**src/rtl/fir_root_pipe.sv**
```systemverilog
`default_nettype none
// ============================================================================
//  Module   : fir_root_pipe
//  Brief    : TAPS-tap FIR filter with programmable coefficients, followed by
//             a bit-serial non-restoring integer square root of the result.
//  Config   : FIR_ROOT_SAT_EN - when defined, the shifted FIR sum saturates
//             to all ones instead of wrapping to its low OW bits.
//  Revision : 1.0 - initial release
// ============================================================================
module fir_root_pipe #(
    parameter int DW    = 8,
    parameter int CW    = 8,
    parameter int TAPS  = 7,
    parameter int OW    = 8,
    parameter int SHIFT = 0
) (
    input  logic              Clk,
    input  logic              Rst,
    input  logic [DW-1:0]     Data_i,
    input  logic              in_valid,
    output logic              in_ready,
    input  logic              coef_we,
    input  logic [3:0]        coef_addr,
    input  logic [CW-1:0]     coef_data,
    output logic [OW-1:0]     FIRout,
    output logic [OW/2-1:0]   ROOTout,
    output logic              out_valid,
    input  logic              out_ready
);

    // Full-precision accumulator width, root width, remainder width
    localparam int SW   = DW + CW + $clog2(TAPS);
    localparam int RH   = OW / 2;
    localparam int RW   = (RH + 4 > OW + 2) ? RH + 4 : OW + 2;
    localparam int CNTW = $clog2(RH + 1);

    typedef enum logic [1:0] {
        IDLE = 2'd0,
        LOAD = 2'd1,
        CALC = 2'd2,
        DONE = 2'd3
    } state_t;

    state_t          state;
    state_t          state_nxt;

    logic [DW-1:0]   x [TAPS];
    logic [CW-1:0]   b [TAPS];
    logic [SW-1:0]   sum;
    logic [OW-1:0]   y;
    logic [OW-1:0]   fir_q;

    // Root engine: radicand shifts out two bits per step, remainder kept in
    // two's complement so its sign decides add vs. subtract next step.
    logic [OW-1:0]   rad;
    logic [RW-1:0]   rem;
    logic [RH-1:0]   root;
    logic [CNTW-1:0] cnt;
    logic [RW-1:0]   rem_sh;
    logic [RW-1:0]   rem_nxt;
    logic [RH-1:0]   root_nxt;
    logic            accept;

    assign accept = in_valid && (state == IDLE);

    // Multiply-accumulate over the sample line at full precision
    always_comb begin
        sum = '0;
        for (int i = 0; i < TAPS; i++) begin
            sum = sum + SW'(b[i]) * SW'(x[i]);
        end
    end

`ifdef FIR_ROOT_SAT_EN
    localparam int EW = (SW > OW) ? SW : OW + 1;
    logic [EW-1:0] shifted;

    // Clamp to the largest representable output when the shifted sum overflows
    always_comb begin
        shifted = EW'(sum) >> SHIFT;
        if (|shifted[EW-1:OW]) begin
            y = '1;
        end else begin
            y = shifted[OW-1:0];
        end
    end
`else
    // Keep only the low OW bits of the shifted sum
    always_comb begin
        y = OW'(sum >> SHIFT);
    end
`endif

    // One non-restoring square-root step: bring down two radicand bits, then
    // subtract (4q+1) on a non-negative remainder or add (4q+3) on a negative one
    always_comb begin
        rem_sh   = (rem << 2) | RW'(rad[OW-1 -: 2]);
        if (rem[RW-1]) begin
            rem_nxt = rem_sh + RW'({root, 2'b11});
        end else begin
            rem_nxt = rem_sh - RW'({root, 2'b01});
        end
        root_nxt = RH'({root, ~rem_nxt[RW-1]});
    end

    // Sample line, coefficient bank, FIR result register and root engine
    always_ff @(posedge Clk) begin
        if (Rst) begin
            for (int i = 0; i < TAPS; i++) begin
                x[i] <= '0;
                b[i] <= '0;
            end
            fir_q <= '0;
            rad   <= '0;
            rem   <= '0;
            root  <= '0;
            cnt   <= '0;
        end else begin
            if (accept) begin
                x[0] <= Data_i;
                for (int i = 1; i < TAPS; i++) begin
                    x[i] <= x[i-1];
                end
            end
            // Addresses at or beyond TAPS match no entry and are dropped
            for (int i = 0; i < TAPS; i++) begin
                if (coef_we && (coef_addr == 4'(i))) begin
                    b[i] <= coef_data;
                end
            end
            case (state)
                LOAD: begin
                    fir_q <= y;
                    rad   <= y;
                    rem   <= '0;
                    root  <= '0;
                    cnt   <= CNTW'(RH);
                end
                CALC: begin
                    rad   <= rad << 2;
                    rem   <= rem_nxt;
                    root  <= root_nxt;
                    cnt   <= cnt - CNTW'(1);
                end
                default: begin
                end
            endcase
        end
    end

    // State register
    always_ff @(posedge Clk) begin
        if (Rst) begin
            state <= IDLE;
        end else begin
            state <= state_nxt;
        end
    end

    // Next-state and handshake outputs
    always_comb begin
        state_nxt = state;
        in_ready  = 1'b0;
        out_valid = 1'b0;
        case (state)
            IDLE: begin
                in_ready = 1'b1;
                if (in_valid) begin
                    state_nxt = LOAD;
                end
            end
            LOAD: begin
                state_nxt = CALC;
            end
            CALC: begin
                if (cnt == CNTW'(1)) begin
                    state_nxt = DONE;
                end
            end
            DONE: begin
                out_valid = 1'b1;
                if (out_ready) begin
                    state_nxt = IDLE;
                end
            end
            default: begin
                state_nxt = IDLE;
            end
        endcase
    end

    assign FIRout  = fir_q;
    assign ROOTout = root;

endmodule
`default_nettype wire

```
**config.mk**
```make
export PLATFORM = sky130hd
export DESIGN_NAME = fir_root_pipe
export DESIGN_NICKNAME = d
export VERILOG_FILES = /design/src/rtl/fir_root_pipe.sv
export SDC_FILE = /design/constraint.sdc
export NUM_CORES = 1
export LEC_CHECK = 0
export ABC_AREA = 1
export BUFFER_PORTS_ARGS = -buffer_cell sky130_fd_sc_hd__buf_4
export CAP_MARGIN = 15
export CORE_ASPECT_RATIO = 1.4
export CORE_UTILIZATION = 58
export CTS_BUF_LIST = sky130_fd_sc_hd__clkbuf_16
export CTS_CLUSTER_SIZE = 10
export DETAILED_ROUTE_END_ITERATION = 12
export PLACE_DENSITY = 0.79
export SKIP_CTS_REPAIR_TIMING = 1
export SYNTH_ARGS = -nofsm -noshare
export SYNTH_HDL_FRONTEND = slang
export SYNTH_SLANG_ARGS = --single-unit
```
**constraint.sdc**
```tcl
create_clock -name Clk -period 6.3 [get_ports Clk]
set_clock_uncertainty 0.05 [all_clocks]
set_input_delay 0.315 -clock Clk [delete_from_list [all_inputs] [get_ports Clk]]
set_output_delay 0.315 -clock Clk [all_outputs]
set_load 0.1 [all_outputs]
```
==> flow_metrics.tcl <==
set metrics [dict create \
    layout-drive-gt1-share 0.126 \
    numCtsBuffers 17 \
    area_delta_synth_final_pct 14.9 \
    grt_max_degree 57 \
    synth_xor_area_frac 0.0352 \
    syn_avg_cell_area_um2 7.86 \
    cp_max_fo 4 \
    clk_pin_slew_worst_paths_ps 70 \
    critical_path_class "reg2reg" \
    synth_top_family_by_area "adder cells" \
    critical-path-max-stage-delay_ps 580 \
    slew_viol_final 0 \
    n_antenna_cell 0 \
    grt_pass1_wl_um 57000 \
    root_buffer "clkbuf_16" \
    grt.overflow.total 0 \
    synthSimpleGateAreaFrac 0.206 \
    antenna_found_initial 0 \
    synth_mux_area_frac 0 \
    clockBufferDepth 2 \
    worstSkewPairLatency_ps 450 \
    synth_area_um2 14000 \
    finalHoldViolations 0 \
    finalCriticalPeriod_ps 6710 \
    first_pass_iters 5 \
    drtAntennaViolNets 0 \
    crit_buf_inv 8 \
    status "finished, violations left" \
    die_h_um 186 \
    hold_depth 3 \
    synth_cells 1787 \
    avgRoutedWirePerCell_um 16.0 \
    routed_wl_um 36000 \
    tritoncts "built" \
    dp_hpwl_um 28400 \
    coreArea_um2 23900 \
    yosysUniqueCellTypes 38 \
    rows 67 \
    cap_violations 0 \
    drt-initial-drc-count 809 \
    dieArea_um2 24800 \
    yosysSeqAreaShare 0.288 \
    portBuffers 38 \
    post-route-drc-count 0 \
    start_util 0.588 \
    crit_cells 27 \
    timing.final.ws_setup_ps -406 \
    required_ps 6590 \
    clock-sinks 146 \
    crit_path_start_kind "flip-flop" \
    violations "negative setup slack" \
    grt_usage 0.306 \
    synth_compound_gate_area_share 0.0246 \
    maxSlewHeadroom 0.400 \
    critPathTopFamily "adder cells" \
    end_kind "flip-flop" \
    final_util 0.675 \
    rr_worst_depth 27 \
    max_freq_mhz 149 \
    tightest_slew_ps 899 \
    critPathArrivalTime_ps 7000 \
    path_common_cell "fa_1" \
    ys_warn_count 0 \
    r2r_slack_ps -410 \
    synth_fa_ha_area_frac 0.298 \
    die_x_um 134 \
    period_share 1.06 \
    viasPerCell 5.14 \
    final_nets 2205 \
    tns_ps -1540 \
    grt_pass1_vias 11593 \
    vias 11545 \
    ys_ff_latch 146 \
    io_pins 39 \
    globalplace.congestion 0.938 \
    min_path_type "in2reg" \
    setup_viol 6 \
    slowest_stage "fa_2" \
    synth.net_count 2068 \
    cts_max_level 4 \
    rsz0062_at_grt "true" \
]
==> logic make-up (layout without fill, tap and decap cells) <==
| logic type | after synthesis | in the layout |
|---|---|---|
| AND/OR/NAND/NOR | 725 | 725 |
| buffers and inverters | 544 | 694 |
| adder cells (fa/ha/maj) | 256 | 256 |
| flip-flops | 146 | 146 |
| AO/OA/AOI/OAI | 63 | 63 |
| XOR/XNOR | 53 | 53 |
==> metrics by stage <==
| step | std cells | worst slack (ps) | hold slack, ps | instance area, um2 |
|---|---|---|---|---|
| global placement | 2202 | -298 | 406 | 15400 |
| CTS | 2235 | -417 | 109 | 16000 |
| finish | 2247 | -406 | 123 | 16100 |
| detailed placement | 2203 | -408 | 413 | 15400 |
| floorplan | 1787 | -40.6 | 395 | 14100 |
| global route | 2247 | -645 | 122 | 16100 |
==> layer usage <==
| metal | vias up | GRT usage | share of wire |
|---|---|---|---|
| li1 | 5515 | - | - |
| met1 | 5539 | 0.329 | 0.36 |
| met2 | 384 | 0.571 | 0.53 |
| met3 | 107 | 0.0438 | 0.054 |
| met4 | 0 | 0.177 | 0.059 |
| met5 | - | 0 | 0 |
==> final cells by class <==
type                    instances  area [um2]
multi-input cells            1097        8050
fillers                      1818        7760
flip-flops and latches        146        4040
inverters                     500        1880
repair buffers                162        1210
clock buffers                  17         425
well taps                     310         388
clock inverters                15         144
==> Yosys cell counts (all sizes together) <==
| master | n | share of area |
|---|---|---|
| fa | 131 | 0.19 |
| and2 | 1 | 0.00045 |
| clkbuf | 18 | 0.0048 |
| o22ai | 1 | 0.00045 |
| nor3 | 2 | 0.00071 |
| o21ai | 21 | 0.0075 |
| nand4 | 6 | 0.0027 |
| nand3b | 7 | 0.0037 |
| o21bai | 1 | 0.00053 |
| nand2 | 490 | 0.13 |
| o211ai | 1 | 0.00053 |
| nor2 | 152 | 0.041 |
| a221oi | 1 | 0.00062 |
| xnor2 | 27 | 0.018 |
| nand3 | 66 | 0.024 |
| o31ai | 1 | 0.00053 |
| inv | 497 | 0.13 |
| edfxtp | 112 | 0.24 |
| dfxtp | 34 | 0.048 |
| clkinv | 3 | 0.00080 |
| or2 | 1 | 0.00045 |
| a31oi | 3 | 0.0013 |
| xor2 | 26 | 0.017 |
| a21oi | 31 | 0.011 |
| ha | 125 | 0.11 |
| buf | 26 | 0.0097 |
| a21boi | 1 | 0.00053 |
| a2bb2oi | 2 | 0.0012 |
==> path summary, 6_finish.rpt <==
check / to / start
max: FIRout[7] / x[3][4]
min: x[0][7] / Data_i[7]
max reg2reg: FIRout[7] / x[3][4]
min reg2reg: rem[6] / rem[6]
==> tightest hold or removal path: cells and delay by family <==
kind	cells	cell delay, ps
AND/OR/NAND/NOR	1	80
buffers and inverters	2	110
==> state kept, by name, summed over array words and instances, names as in the netlist <==
| register | flops |
|---|---|
| ROOTout | 4 |
| b | 56 |
| x | 56 |
| rad | 8 |
| FIRout | 8 |
| rem | 9 |
| cnt | 3 |
| state | 2 |
==> layout by cell type (no fill, tap or decap), types with 6 or more instances in the layout <==
master	synthesis	final
a21oi_1	30	26
buf_4	4	158
clkbuf_16	0	17
dfxtp_1	34	34
edfxtp_1	112	112
fa_1	131	128
ha_1	125	122
inv_1	494	488
inv_2	3	10
nand2_1	480	474
nand2_2	10	16
nand3_1	64	62
nand3b_1	7	7
nand4_1	6	6
nor2_1	151	151
o21ai_0	20	17
xnor2_1	25	23
xor2_1	24	23
Power is left out: the tool's default activity adds up to more than one toggle a clock period on the data nets, which glitch-free logic cannot reach.
